$ cat src/rtl/rgb_pwm_pkg.sv
// Shared types and constants for the RGB PWM capture block.
// Latency: n/a (package).
// Backpressure: n/a (package).
package rgb_pwm_pkg;

    localparam int CNT_W_DEF = 20;
    localparam int NUM_CH    = 3;

    localparam logic [1:0] CH_R = 2'd0;
    localparam logic [1:0] CH_G = 2'd1;
    localparam logic [1:0] CH_B = 2'd2;

    typedef enum logic [1:0] {
        ST_IDLE = 2'd0,
        ST_HIGH = 2'd1,
        ST_LOW  = 2'd2
    } chan_state_e;

    // Round-robin pick over three pending flags, starting after 'last'.
    // Returns {found, channel}.
    function automatic logic [2:0] rr_pick(input logic [2:0] pend, input logic [1:0] last);
        logic [1:0] c0, c1, c2;
        case (last)
            CH_R:    begin c0 = CH_G; c1 = CH_B; c2 = CH_R; end
            CH_G:    begin c0 = CH_B; c1 = CH_R; c2 = CH_G; end
            default: begin c0 = CH_R; c1 = CH_G; c2 = CH_B; end
        endcase
        if (pend[c0])      return {1'b1, c0};
        else if (pend[c1]) return {1'b1, c1};
        else if (pend[c2]) return {1'b1, c2};
        else               return 3'b000;
    endfunction

endpackage

$ cat src/rtl/rgb_pwm_capture_if.sv
// Result port of the PWM capture block: one measurement per transfer.
// Latency: n/a (interface).
// Backpressure: valid/ready; master holds all fields while valid & ~ready.
// Ports: res_valid/res_chan/res_high/res_period/res_stuck from master, res_ready from slave.
interface rgb_pwm_capture_if #(
    parameter int CNT_W = rgb_pwm_pkg::CNT_W_DEF
);
    logic             res_valid;
    logic             res_ready;
    logic [1:0]       res_chan;
    logic [CNT_W-1:0] res_high;
    logic [CNT_W-1:0] res_period;
    logic             res_stuck;

    modport master (
        output res_valid, res_chan, res_high, res_period, res_stuck,
        input  res_ready
    );

    modport slave (
        input  res_valid, res_chan, res_high, res_period, res_stuck,
        output res_ready
    );
endinterface

$ cat src/rtl/rgb_pwm_chan.sv
// One PWM channel: synchronizer, edge detect, IDLE/HIGH/LOW FSM, high/period counters.
// Latency: pin change at edge k -> FSM acts and emits at edge k+3.
// Backpressure: none; emit is a one-cycle pulse the parent must capture.
// Ports: clk, rst (async active-low), enable, pin; emit, emit_high, emit_period, emit_stuck.
module rgb_pwm_chan
    import rgb_pwm_pkg::*;
#(
    parameter int          CNT_W   = CNT_W_DEF,
    parameter int unsigned TIMEOUT = 32'h000F_FFFF
) (
    input  logic             clk,
    input  logic             rst,
    input  logic             enable,
    input  logic             pin,
    output logic             emit,
    output logic [CNT_W-1:0] emit_high,
    output logic [CNT_W-1:0] emit_period,
    output logic             emit_stuck
);

    localparam logic [CNT_W-1:0] TO  = CNT_W'(TIMEOUT);
    localparam logic [CNT_W-1:0] ONE = CNT_W'(1);

    logic        sync1_q, sync2_q, prev_q;
    logic        rise_q, fall_q;
    chan_state_e state_q, state_d;
    logic [CNT_W-1:0] hcnt_q, hcnt_d, pcnt_q, pcnt_d;

    // Edge pulses are registered, so rise and fall see the same pipeline delay
    // and the FSM works from flop outputs only. Runs regardless of enable.
    always_ff @(posedge clk or negedge rst) begin
        if (!rst) begin
            sync1_q <= 1'b0;
            sync2_q <= 1'b0;
            prev_q  <= 1'b0;
            rise_q  <= 1'b0;
            fall_q  <= 1'b0;
        end else begin
            sync1_q <= pin;
            sync2_q <= sync1_q;
            prev_q  <= sync2_q;
            rise_q  <= sync2_q & ~prev_q;
            fall_q  <= ~sync2_q & prev_q;
        end
    end

    always_ff @(posedge clk or negedge rst) begin
        if (!rst) begin
            state_q <= ST_IDLE;
            hcnt_q  <= '0;
            pcnt_q  <= '0;
        end else begin
            state_q <= state_d;
            hcnt_q  <= hcnt_d;
            pcnt_q  <= pcnt_d;
        end
    end

    always_comb begin
        state_d     = state_q;
        hcnt_d      = hcnt_q;
        pcnt_d      = pcnt_q;
        emit        = 1'b0;
        emit_high   = '0;
        emit_period = '0;
        emit_stuck  = 1'b0;

        if (!enable) begin
            state_d = ST_IDLE;
            hcnt_d  = '0;
            pcnt_d  = '0;
        end else begin
            case (state_q)
                ST_IDLE: begin
                    if (rise_q) begin
                        state_d = ST_HIGH;
                        hcnt_d  = ONE;
                        pcnt_d  = ONE;
                    end
                end
                ST_HIGH: begin
                    // A rise cannot arrive in HIGH (a fall must come first),
                    // so reaching TO here always means the line stuck high.
                    if (pcnt_q == TO) begin
                        emit        = 1'b1;
                        emit_high   = TO;
                        emit_period = TO;
                        emit_stuck  = 1'b1;
                        state_d     = ST_IDLE;
                        hcnt_d      = '0;
                        pcnt_d      = '0;
                    end else if (fall_q) begin
                        state_d = ST_LOW;
                        pcnt_d  = pcnt_q + ONE;
                    end else begin
                        hcnt_d  = hcnt_q + ONE;
                        pcnt_d  = pcnt_q + ONE;
                    end
                end
                ST_LOW: begin
                    // A rise wins over the timeout when both land together.
                    if (rise_q) begin
                        emit        = 1'b1;
                        emit_high   = hcnt_q;
                        emit_period = pcnt_q;
                        state_d     = ST_HIGH;
                        hcnt_d      = ONE;
                        pcnt_d      = ONE;
                    end else if (pcnt_q == TO) begin
                        emit        = 1'b1;
                        emit_period = TO;
                        emit_stuck  = 1'b1;
                        state_d     = ST_IDLE;
                        hcnt_d      = '0;
                        pcnt_d      = '0;
                    end else begin
                        pcnt_d  = pcnt_q + ONE;
                    end
                end
                default: begin
                    state_d = ST_IDLE;
                    hcnt_d  = '0;
                    pcnt_d  = '0;
                end
            endcase
        end
    end

endmodule

$ cat src/rtl/rgb_pwm_capture.sv
// Three-channel RGB PWM capture: per-channel result slots, round-robin onto one result port.
// Latency: pin change at edge k -> slot at k+3 -> res_valid at k+4; one result per cycle.
// Backpressure: valid/ready; a full undrained slot is overwritten and flags sticky overrun.
// Ports: clk, rst (async active-low), enable, rgb_in[2:0], clr_overrun, overrun[2:0], res (master).
module rgb_pwm_capture
    import rgb_pwm_pkg::*;
#(
    parameter int          CNT_W   = CNT_W_DEF,
    parameter int unsigned TIMEOUT = 32'h000F_FFFF
) (
    input  logic                      clk,
    input  logic                      rst,
    input  logic                      enable,
    input  logic [NUM_CH-1:0]         rgb_in,
    input  logic                      clr_overrun,
    output logic [NUM_CH-1:0]         overrun,
    rgb_pwm_capture_if.master         res
);

    typedef struct packed {
        logic             stuck;
        logic [CNT_W-1:0] high;
        logic [CNT_W-1:0] period;
    } res_t;

    logic [NUM_CH-1:0] e_vld;
    logic [NUM_CH-1:0] e_stuck;
    logic [CNT_W-1:0]  e_high   [NUM_CH];
    logic [CNT_W-1:0]  e_period [NUM_CH];

    for (genvar g = 0; g < NUM_CH; g++) begin : g_chan
        rgb_pwm_chan #(
            .CNT_W   (CNT_W),
            .TIMEOUT (TIMEOUT)
        ) u_chan (
            .clk         (clk),
            .rst         (rst),
            .enable      (enable),
            .pin         (rgb_in[g]),
            .emit        (e_vld[g]),
            .emit_high   (e_high[g]),
            .emit_period (e_period[g]),
            .emit_stuck  (e_stuck[g])
        );
    end

    res_t              slot_q [NUM_CH];
    logic [NUM_CH-1:0] slot_vld_q;
    logic [NUM_CH-1:0] overrun_q;

    logic       out_vld_q;
    logic [1:0] out_chan_q;
    res_t       out_q;
    logic [1:0] last_q;

    logic              load;
    logic [2:0]        pick;
    logic              pick_vld;
    logic [1:0]        pick_ch;
    logic [NUM_CH-1:0] drain;
    logic [NUM_CH-1:0] ovr_set;

    assign load     = ~out_vld_q | res.res_ready;
    assign pick     = rr_pick(slot_vld_q, last_q);
    assign pick_vld = pick[2];
    assign pick_ch  = pick[1:0];

    // A slot drained in the same cycle it is refilled has not lost anything.
    always_comb begin
        drain   = '0;
        ovr_set = '0;
        for (int i = 0; i < NUM_CH; i++) begin
            drain[i]   = load & pick_vld & (pick_ch == 2'(i));
            ovr_set[i] = e_vld[i] & slot_vld_q[i] & ~drain[i];
        end
    end

    always_ff @(posedge clk or negedge rst) begin
        if (!rst) begin
            slot_vld_q <= '0;
            for (int i = 0; i < NUM_CH; i++) slot_q[i] <= '0;
        end else begin
            for (int i = 0; i < NUM_CH; i++) begin
                if (e_vld[i]) begin
                    slot_q[i]     <= '{stuck: e_stuck[i], high: e_high[i], period: e_period[i]};
                    slot_vld_q[i] <= 1'b1;
                end else if (drain[i]) begin
                    slot_vld_q[i] <= 1'b0;
                end
            end
        end
    end

    // Pointer resets to B so that R has first priority after reset.
    always_ff @(posedge clk or negedge rst) begin
        if (!rst) begin
            out_vld_q  <= 1'b0;
            out_chan_q <= '0;
            out_q      <= '0;
            last_q     <= CH_B;
        end else if (load) begin
            out_vld_q <= pick_vld;
            if (pick_vld) begin
                out_q      <= slot_q[pick_ch];
                out_chan_q <= pick_ch;
                last_q     <= pick_ch;
            end
        end
    end

    // Set has priority over clear.
    always_ff @(posedge clk or negedge rst) begin
        if (!rst) overrun_q <= '0;
        else      overrun_q <= (clr_overrun ? '0 : overrun_q) | ovr_set;
    end

    assign overrun        = overrun_q;
    assign res.res_valid  = out_vld_q;
    assign res.res_chan   = out_chan_q;
    assign res.res_high   = out_q.high;
    assign res.res_period = out_q.period;
    assign res.res_stuck  = out_q.stuck;

endmodule
$ cat src/flat_wrapper.sv
// flat-port wrapper written by rule: the top's interface ports become plain ports
module rgb_pwm_capture_flat import rgb_pwm_pkg::*;
#(
    parameter int          CNT_W   = CNT_W_DEF,
    parameter int unsigned TIMEOUT = 32'h000F_FFFF
)
  (clk, rst, enable, rgb_in, clr_overrun, overrun, res_res_valid, res_res_chan, res_res_high, res_res_period, res_res_stuck, res_res_ready);
  rgb_pwm_capture_if #(.CNT_W(CNT_W)) res_i ();
  input  logic clk;
  input  logic rst;
  input  logic enable;
  input  logic [NUM_CH-1:0] rgb_in;
  input  logic clr_overrun;
  output logic [NUM_CH-1:0] overrun;
  output wire logic [$bits(res_i.res_valid)-1:0] res_res_valid;
  output wire logic [$bits(res_i.res_chan)-1:0] res_res_chan;
  output wire logic [$bits(res_i.res_high)-1:0] res_res_high;
  output wire logic [$bits(res_i.res_period)-1:0] res_res_period;
  output wire logic [$bits(res_i.res_stuck)-1:0] res_res_stuck;
  input wire logic [$bits(res_i.res_ready)-1:0] res_res_ready;
  assign res_res_valid = res_i.res_valid;
  assign res_res_chan = res_i.res_chan;
  assign res_res_high = res_i.res_high;
  assign res_res_period = res_i.res_period;
  assign res_res_stuck = res_i.res_stuck;
  assign res_i.res_ready = res_res_ready;
  rgb_pwm_capture #(.CNT_W(CNT_W), .TIMEOUT(TIMEOUT)) u_core (.clk(clk), .rst(rst), .enable(enable), .rgb_in(rgb_in), .clr_overrun(clr_overrun), .overrun(overrun), .res(res_i));
endmodule
$ cat config.mk
export PLATFORM = sky130hd
export DESIGN_NAME = rgb_pwm_capture_flat
export DESIGN_NICKNAME = d
export VERILOG_FILES = /design/src/rtl/rgb_pwm_pkg.sv /design/src/rtl/rgb_pwm_capture_if.sv /design/src/rtl/rgb_pwm_chan.sv /design/src/rtl/rgb_pwm_capture.sv /design/src/flat_wrapper.sv
export SDC_FILE = /design/constraint.sdc
export NUM_CORES = 1
export LEC_CHECK = 0
export CAP_MARGIN = 5
export CORE_UTILIZATION = 62
export CTS_CLUSTER_SIZE = 8
export DETAILED_ROUTE_END_ITERATION = 8
export GPL_TIMING_DRIVEN = 1
export MAX_ROUTING_LAYER = met4
export PLACE_DENSITY = 0.81
export SLEW_MARGIN = 5
export SYNTH_ARGS = -nofsm -noshare
export SYNTH_HDL_FRONTEND = slang
export SYNTH_SLANG_ARGS = --single-unit
$ cat constraint.sdc
create_clock -name clk -period 2.6 [get_ports clk]
set_input_delay 0.26 -clock clk [delete_from_list [all_inputs] [get_ports clk]]
set_output_delay 0.26 -clock clk [all_outputs]
set_load 0.1 [all_outputs]
# == Word level (Yosys, flattened, before mapping) ==
# Cells that the tools add are included.
# op_classes
n_addsub,6
n_lt_le_gt_ge,4
eq_ne,24
n_mux,118
n_bitwise,29
n_reduce_logical,15
# op_table
cell,count
$mux W20,42
$pmux W20 S3,6
$pmux W20 S2,6
$add A20 B1 Y20 const B,6
$bmux W41 S2,1
$mux W41,2
$eq A20 B20 Y1 const B,3
$mux W2,18
$ne A4 B4 Y1 const B,9
$mux W1,24
$pmux W2 S3,3
$reduce_and A3 Y1,6
$and A1 B1 Y1,16
$mux W3,4
$pmux W1 S2,6
$pmux W2 S2,3
$eq A2 B1 Y1 const B,5
$logic_not A2 Y1,5
$not A1 Y1,10
$lt A2 B3 Y1 const B,3
$ne A3 B3 Y1 const B,3
$eq A2 B2 Y1 const B,4
$bmux W1 S2,3
$reduce_bool A2 Y1,3
5 further kinds,5
# word_totals
register_bits,316
in_bits,8
out_inout_bits,47
word_cells,239

# == Depth between registers and ports, before layout ==
# logic_depth
ltp_word,12
depth_mapped,10
depth_no_buf,7

# == Modules after synthesis ==
# Synthesis repeated with hierarchy kept, for this count alone.
# hier_totals
cells_unflattened,1679
hier_area_um2,16114.2
# modules_own_cells
mod,n_inst,cells_each,area_each_um2,seq_area_each_um2
rgb_pwm_capture,1,571,7230.7,4355.4
rgb_pwm_chan (u_core.g_chan[0].u_chan ...),2,371,2934.1,1176.1
rgb_pwm_chan (u_core.g_chan[2].u_chan),1,366,3015.4,1176.1

# == Worst setup path before layout ==
# Ideal clock, no wire load.
# synth_timing
kind,register to register
startpoint,register u_core.g_chan[2].u_chan.pcnt_q[0]
endpoint,register u_core.slot_q[22] (netlist bit)
setup_time_ps,127
t_arrival_ps,2158
t_required_ps,2473
slack_ps,315
stages_incl_launch_ff,8
path_buffers,1
synth_period_minus_slack_ps,2285
cell_sequence,dfrtp_1 -> ha_1 -> nand4_1 -> nor3_4 -> nand2_2 -> a211oi_4 -> buf_6 -> mux2_1
# synth_via
elab_chain_cells,5
elab_cells_between_ends,8
classes_between,eq/ne: 1; mux: 7
# synth_rtl
item,line_no,rtl
from (decl),rgb_pwm_chan.sv:27,"logic [CNT_W-1:0] hcnt_q, hcnt_d, pcnt_q, pcnt_d;"
from (signal assigned),rgb_pwm_chan.sv:55,pcnt_q <= pcnt_d;
$eq A20 B20 Y1 (*),"rgb_pwm_chan.sv:84, rgb_pwm_chan.sv:109",
$mux W1,"rgb_pwm_chan.sv:84, rgb_pwm_chan.sv:109",
$mux W1,rgb_pwm_chan.sv:102,if (rise_q) begin
$pmux W1 S2,rgb_pwm_chan.sv:73,case (state_q)
$mux W1,rgb_pwm_chan.sv:68,if (!enable) begin
"to (signal, indexed assignment)",rgb_pwm_capture.sv:85,"slot_q[i] <= '{stuck: e_stuck[i], high: e_high[i], period: e_period[i]};"
to (decl),rgb_pwm_capture.sv:47,res_t slot_q [NUM_CH];
# Mark *: on every way between the ends. The rest lies on a longest branch, timed or not.
# A chain may end at the register's enable or synchronous reset.

# == Worst setup path in the final report ==
# layout_timing
startpoint,register u_core.g_chan[0].u_chan.pcnt_q[0]
endpoint,register u_core.slot_q[101] (netlist bit)
# layout_via
elab_chain_cells,5
elab_cells_between_ends,9
classes_between,eq/ne: 1; mux: 8
# layout_rtl
item,line_no
from (decl),rgb_pwm_chan.sv:27
from (signal assigned),rgb_pwm_chan.sv:55
$eq A20 B20 Y1 (*),"rgb_pwm_chan.sv:84, rgb_pwm_chan.sv:109"
$mux W20 or $mux W1 (tied branches),"rgb_pwm_chan.sv:84, rgb_pwm_chan.sv:109"
$mux W20 or $mux W1 (tied branches),rgb_pwm_chan.sv:102
$pmux W20 S2 or $pmux W1 S2 (tied branches),rgb_pwm_chan.sv:73
$mux W20 or $mux W1 (tied branches),rgb_pwm_chan.sv:68
# Marks and branches as above.

==> results.md <==
- The initial antenna violation count is 0.
- Timing would allow up to just over 400 MHz.
- Summed over all layers, the global routing overflow is 0.
- 55 I/O pins were placed.
- Along the worst path, the maximum fanout reaches 40.
- The post-detailed-route DRC marker count is 0.
- The most common cell after layout, fill and taps aside is dfrtp_1.
- The number of failing hold endpoints at the final stage is 0.
- The routed design uses 18.9 mm of met2 wire.
- The relative slew slack is between 10% and 20%.
- The power per standard cell area is between 900 and 1000 mW/mm^2.
- The post-placement worst setup slack is 0.156 ns.
- The topmost layer with routed signal wires is met4.
- The share of the Yosys chip area taken by registers is about half.
- The setup fix buffers added after clock tree synthesis is 0.
- 0 antenna diodes ended up in the layout.
- The startpoint type of the worst setup path is a flip-flop.
- For the worst setup path, the data required time is 3.02 ns.
- The critical path's top delay family is simple AND/OR/NAND/NOR gates.
- The overall routing resource usage is around a third.
- The share of total power consumed by net switching is 37.7%.
- The flow ran to the end, and the final reports show no timing, DRC or antenna violations.
- The library cells used most frequently in the layout, excluding fill and tap cells, are 314 x dfrtp_1, 262 x nand2_1, 145 x o21ai_0.
- At the pin with the least slew margin, the transition time is between 1 and 1.5 ns.
- The sequential share of power is 36.8%.
- The average detailed-routed wire length per instance is 19.7 um.
- The wire length of the first global-routing pass is 67.2 mm.
- The clock reaches the later pin of the worst-skew pair after between 0.5 and 0.6 ns.
- The via count is 13200.
- The number of cells produced by synthesis is 1642.
- The critical path goes through ha_1 > nand4_1 > nor3_4 > a41oi_1 > a21oi_4 > buf_12 > mux2_2.
- The clock passes through at most 3 buffers.
- Yosys printed 0 warnings.
- The total detailed-routing wirelength is approximately 40 mm.
- The pre-antenna-repair detailed-routing pass consisted of 5 iterations.
- Setup slack closes at between 0.15 and 0.2 ns.
- The post-synthesis async set-or-reset flop share is 100%.
- The worst setup path is captured at a flip-flop.
- The number of synthesized flops with an enable pin is 0.
- The largest incremental delay on the critical path is 0.42 ns.
- For the worst flop-to-flop path, the logic depth is 7.
- The clock-pin slew on the worst setup and hold paths is 0.05 ns.
- In this run the vertical extent of the chip is 161 um.
- The fraction of power consumed by combinational cells is about a third.
- The cell with the largest stage delay on the worst path is dfrtp_1.
- Max-cap violations in this run came to 0.
- The TritonCTS clock tree is done.
- In this run the worst hold path is classified as in -> reg.
- Along the worst hold path, the cell count comes to 1.
- The number of DRC markers in iteration 0 is 1252.
- For this block, wires on met1 add up to ~17 mm.
- The internal power consumption is roughly 10 mW.
- The ratio of cells with drive above 1 in the final layout is 13.4%.
- The most common flop cell mapped by yosys is dfrtp_1.
- The count of nets left with antenna violations once routing finished came out at 0.
- Clock skew on the completed layout was measured at 0.0153 ns.
- Setup repair after global routing left no endpoint under its margin.
- The count of buffers added on input and output ports is 54.
- The relative contribution of the clock network to total power is between 30 and 40%.
- The worst endpoint data arrival time is roughly 2.8 ns.
- The worst-case vdd ir drop is 0.782 mV.
- In this run the number of H-tree levels came out at 2.
- The number of max-slew violations in the final report was 0.
- The wire length on met3 is 2.29 mm.
- The final setup violation count is 0.
- The logic depth of the worst path, buffers included is 7.
- The analysis attributes to cell leakage a power of 8.27 nW.
- The net switching power is 6.33 mW.
- The mapped netlist covers about 0.016 sq mm.
- The sink count of the clock tree is between 300 and 400.
- For this configuration, the core starts out at a cell density of between 60% and 70%.
- The register bit total from synthesis is 315.
- The number of clock buffers inserted by TritonCTS is 45.
- The weighted congestion reported at the end of routability-driven placement is 0.954.
- The cell sitting at the root of the clock tree is a clkbuf_16.
- The post-synthesis average cell area is 9.57 sq um.
- The critical path in this run is classified as reg -> reg.
- The via count of the first global-routing pass is 13000.
- In this run the horizontal extent of the chip is 161 um.
- In the routed layout, each cell is associated on average with a via count of 6.50.
- Detailed placement finished with a half-perimeter wire length of 27.4 mm.
- In this run, distinct cell masters in the synthesized netlist total 71.
- In the finished design, the share of the clock period the worst path needs comes to 93.2%.
- The sum of internal, switching and leakage power is 16.8 mW.
- The die outline area is 0.0260 sq mm.
- The area growth from synthesis to layout is 14.6%.
- The floorplan has 57 rows.
- The total core area is between 0.02 and 0.025 sq mm.
- The pin count of the biggest net entering global routing is 82.
- The net count of the mapped netlist is 1668.
- The number of buffers and inverters on the critical path is 1.
- The number of nets in the finished design is ~1700.
- The final-layout setup total negative slack is 0 ns.
- The worst path needs about 2.4 ns of the cycle, external delays included.
==> power groups by stage <==
| stage | Combinational [mW] | Clock, mW | Sequential, mW |
|---|---|---|---|
| final | 5.38 | 5.23 | 6.19 |
| after global routing | 5.80 | 5.49 | 6.25 |
| after CTS | 5.33 | 5.27 | 6.17 |
| after detailed placement | 5.30 | 0 | 6.22 |
| after global placement | 5.15 | 0 | 6.19 |
| after floorplan | 2.81 | 0 | 7.00 |
==> timing repair <==
item | 4_1_cts | 5_1_grt
endpoints found under the hold margin | 73 | 0
endpoints found under the setup margin | 0 | 23
resized for setup | 0 | 2
hold buffers | 1 | 0
==> worst reg2reg max path, cell delays in order (launching register included) <==
cell and delay (ns):
dfrtp_1 0.42, ha_1 0.22, nand4_1 0.19, nor3_4 0.36
a41oi_1 0.27, a21oi_4 0.21, buf_12 0.23, mux2_2 0.40
==> cells in the mapped netlist, types with 26 or more instances <==
library cell	instances	area share (%)
a211oi_1	50	2.4
o21ai_0	146	4.6
a2bb2oi_1	59	3.3
and3_1	67	2.7
nor2_1	81	1.9
clkbuf_1	76	1.8
mux2_2	43	3.1
nand2_1	262	6.3
a21oi_1	37	1.2
a31oi_1	59	2.3
nand2b_1	27	1.1
dfrtp_1	314	50
nand3_1	43	1.4
inv_1	50	1.2
nand4_1	26	1.0
==> state kept, by name, indices dropped and copies added, names as in the netlist <==
| name | flops |
|---|---|
| u_core.last_q | 2 |
| u_core.overrun | 3 |
| u_core.g_chan.u_chan.pcnt_q | 60 |
| u_core.g_chan.u_chan.hcnt_q | 60 |
| u_core.g_chan.u_chan.fall_q | 3 |
| u_core.res.res_period | 20 |
| u_core.g_chan.u_chan.sync1_q | 3 |
| u_core.g_chan.u_chan.state_q | 6 |
| u_core.res.res_valid | 1 |
| u_core.res.res_high | 20 |
| u_core.g_chan.u_chan.prev_q | 3 |
| u_core.slot_q | 123 |
| u_core.g_chan.u_chan.rise_q | 3 |
| u_core.res.res_chan | 1 |
| u_core.res.res_stuck | 1 |
| u_core.g_chan.u_chan.sync2_q | 3 |
| u_core.slot_vld_q | 3 |
==> cells by family (layout without fill, tap and decap cells) <==
family                   Yosys count  count (layout)  synth area share [%]
AO/OA/AOI/OAI                    448             448                  19.1
flip-flops                       315             315                  50.1
XOR/XNOR                          27              27                  1.50
adder cells (fa/ha/maj)           18              18                  1.43
AND/OR/NAND/NOR                  608             608                  18.8
multiplexers                      70              70                  4.94
buffers and inverters            156             229                  4.09
==> metrics by stage <==
step / instance area (sq um) / instances / util (%) / hold WS (ns)
after floorplan: 15700 / 1642 / - / -0.0356
after global placement: 16800 / 1979 / 68.2 / 0.312
after detailed placement: 16800 / 1979 / 68.2 / 0.317
after CTS: 18000 / 2039 / 73.2 / 0.151
after global routing: 18000 / 2039 / 73.2 / 0.174
final: 18000 / 2039 / 73.2 / 0.158
==> path summary, 6_finish.rpt <==
| check | from | to | slack (ns) |
|---|---|---|---|
| worst max-delay path | u_core.g_chan[0].u_chan.pcnt_q[0]$_DFFE_PN0P_ | u_core.slot_q[101]$_DFFE_PN0P_ | 0.18 |
| worst min-delay path | rgb_in[1] | u_core.g_chan[1].u_chan.sync1_q$_DFF_PN0_ | 0.16 |
| worst max register to register | u_core.g_chan[0].u_chan.pcnt_q[0]$_DFFE_PN0P_ | u_core.slot_q[101]$_DFFE_PN0P_ | 0.18 |
| worst min register to register | u_core.g_chan[2].u_chan.sync1_q$_DFF_PN0_ | u_core.g_chan[2].u_chan.sync2_q$_DFF_PN0_ | 0.35 |
| max in group asynchronous | rst | u_core.slot_q[49]$_DFFE_PN0P_ | 1.39 |
| min in group asynchronous | rst | u_core.g_chan[2].u_chan.pcnt_q[9]$_DFFE_PN0P_ | 0.33 |
==> area by class of cell <==
cell class,count,area [sq um]
clock inverters,2,16.3
repair buffers,120,1040
multi-input cells,1171,7270
flip-flops and latches,315,7880
well taps,324,405
inverters,50,188
fillers,1758,6590
clock buffers,57,1210
==> routing by layer <==
layer / vias up / track usage, %
met4: 0 / 15.6
met1: 6578 / 44.0
met2: 506 / 50.5
met5: - / -
met3: 110 / 4.21
li1: 6050 / -
No activity file was read; power rests on OpenSTA's default activity.
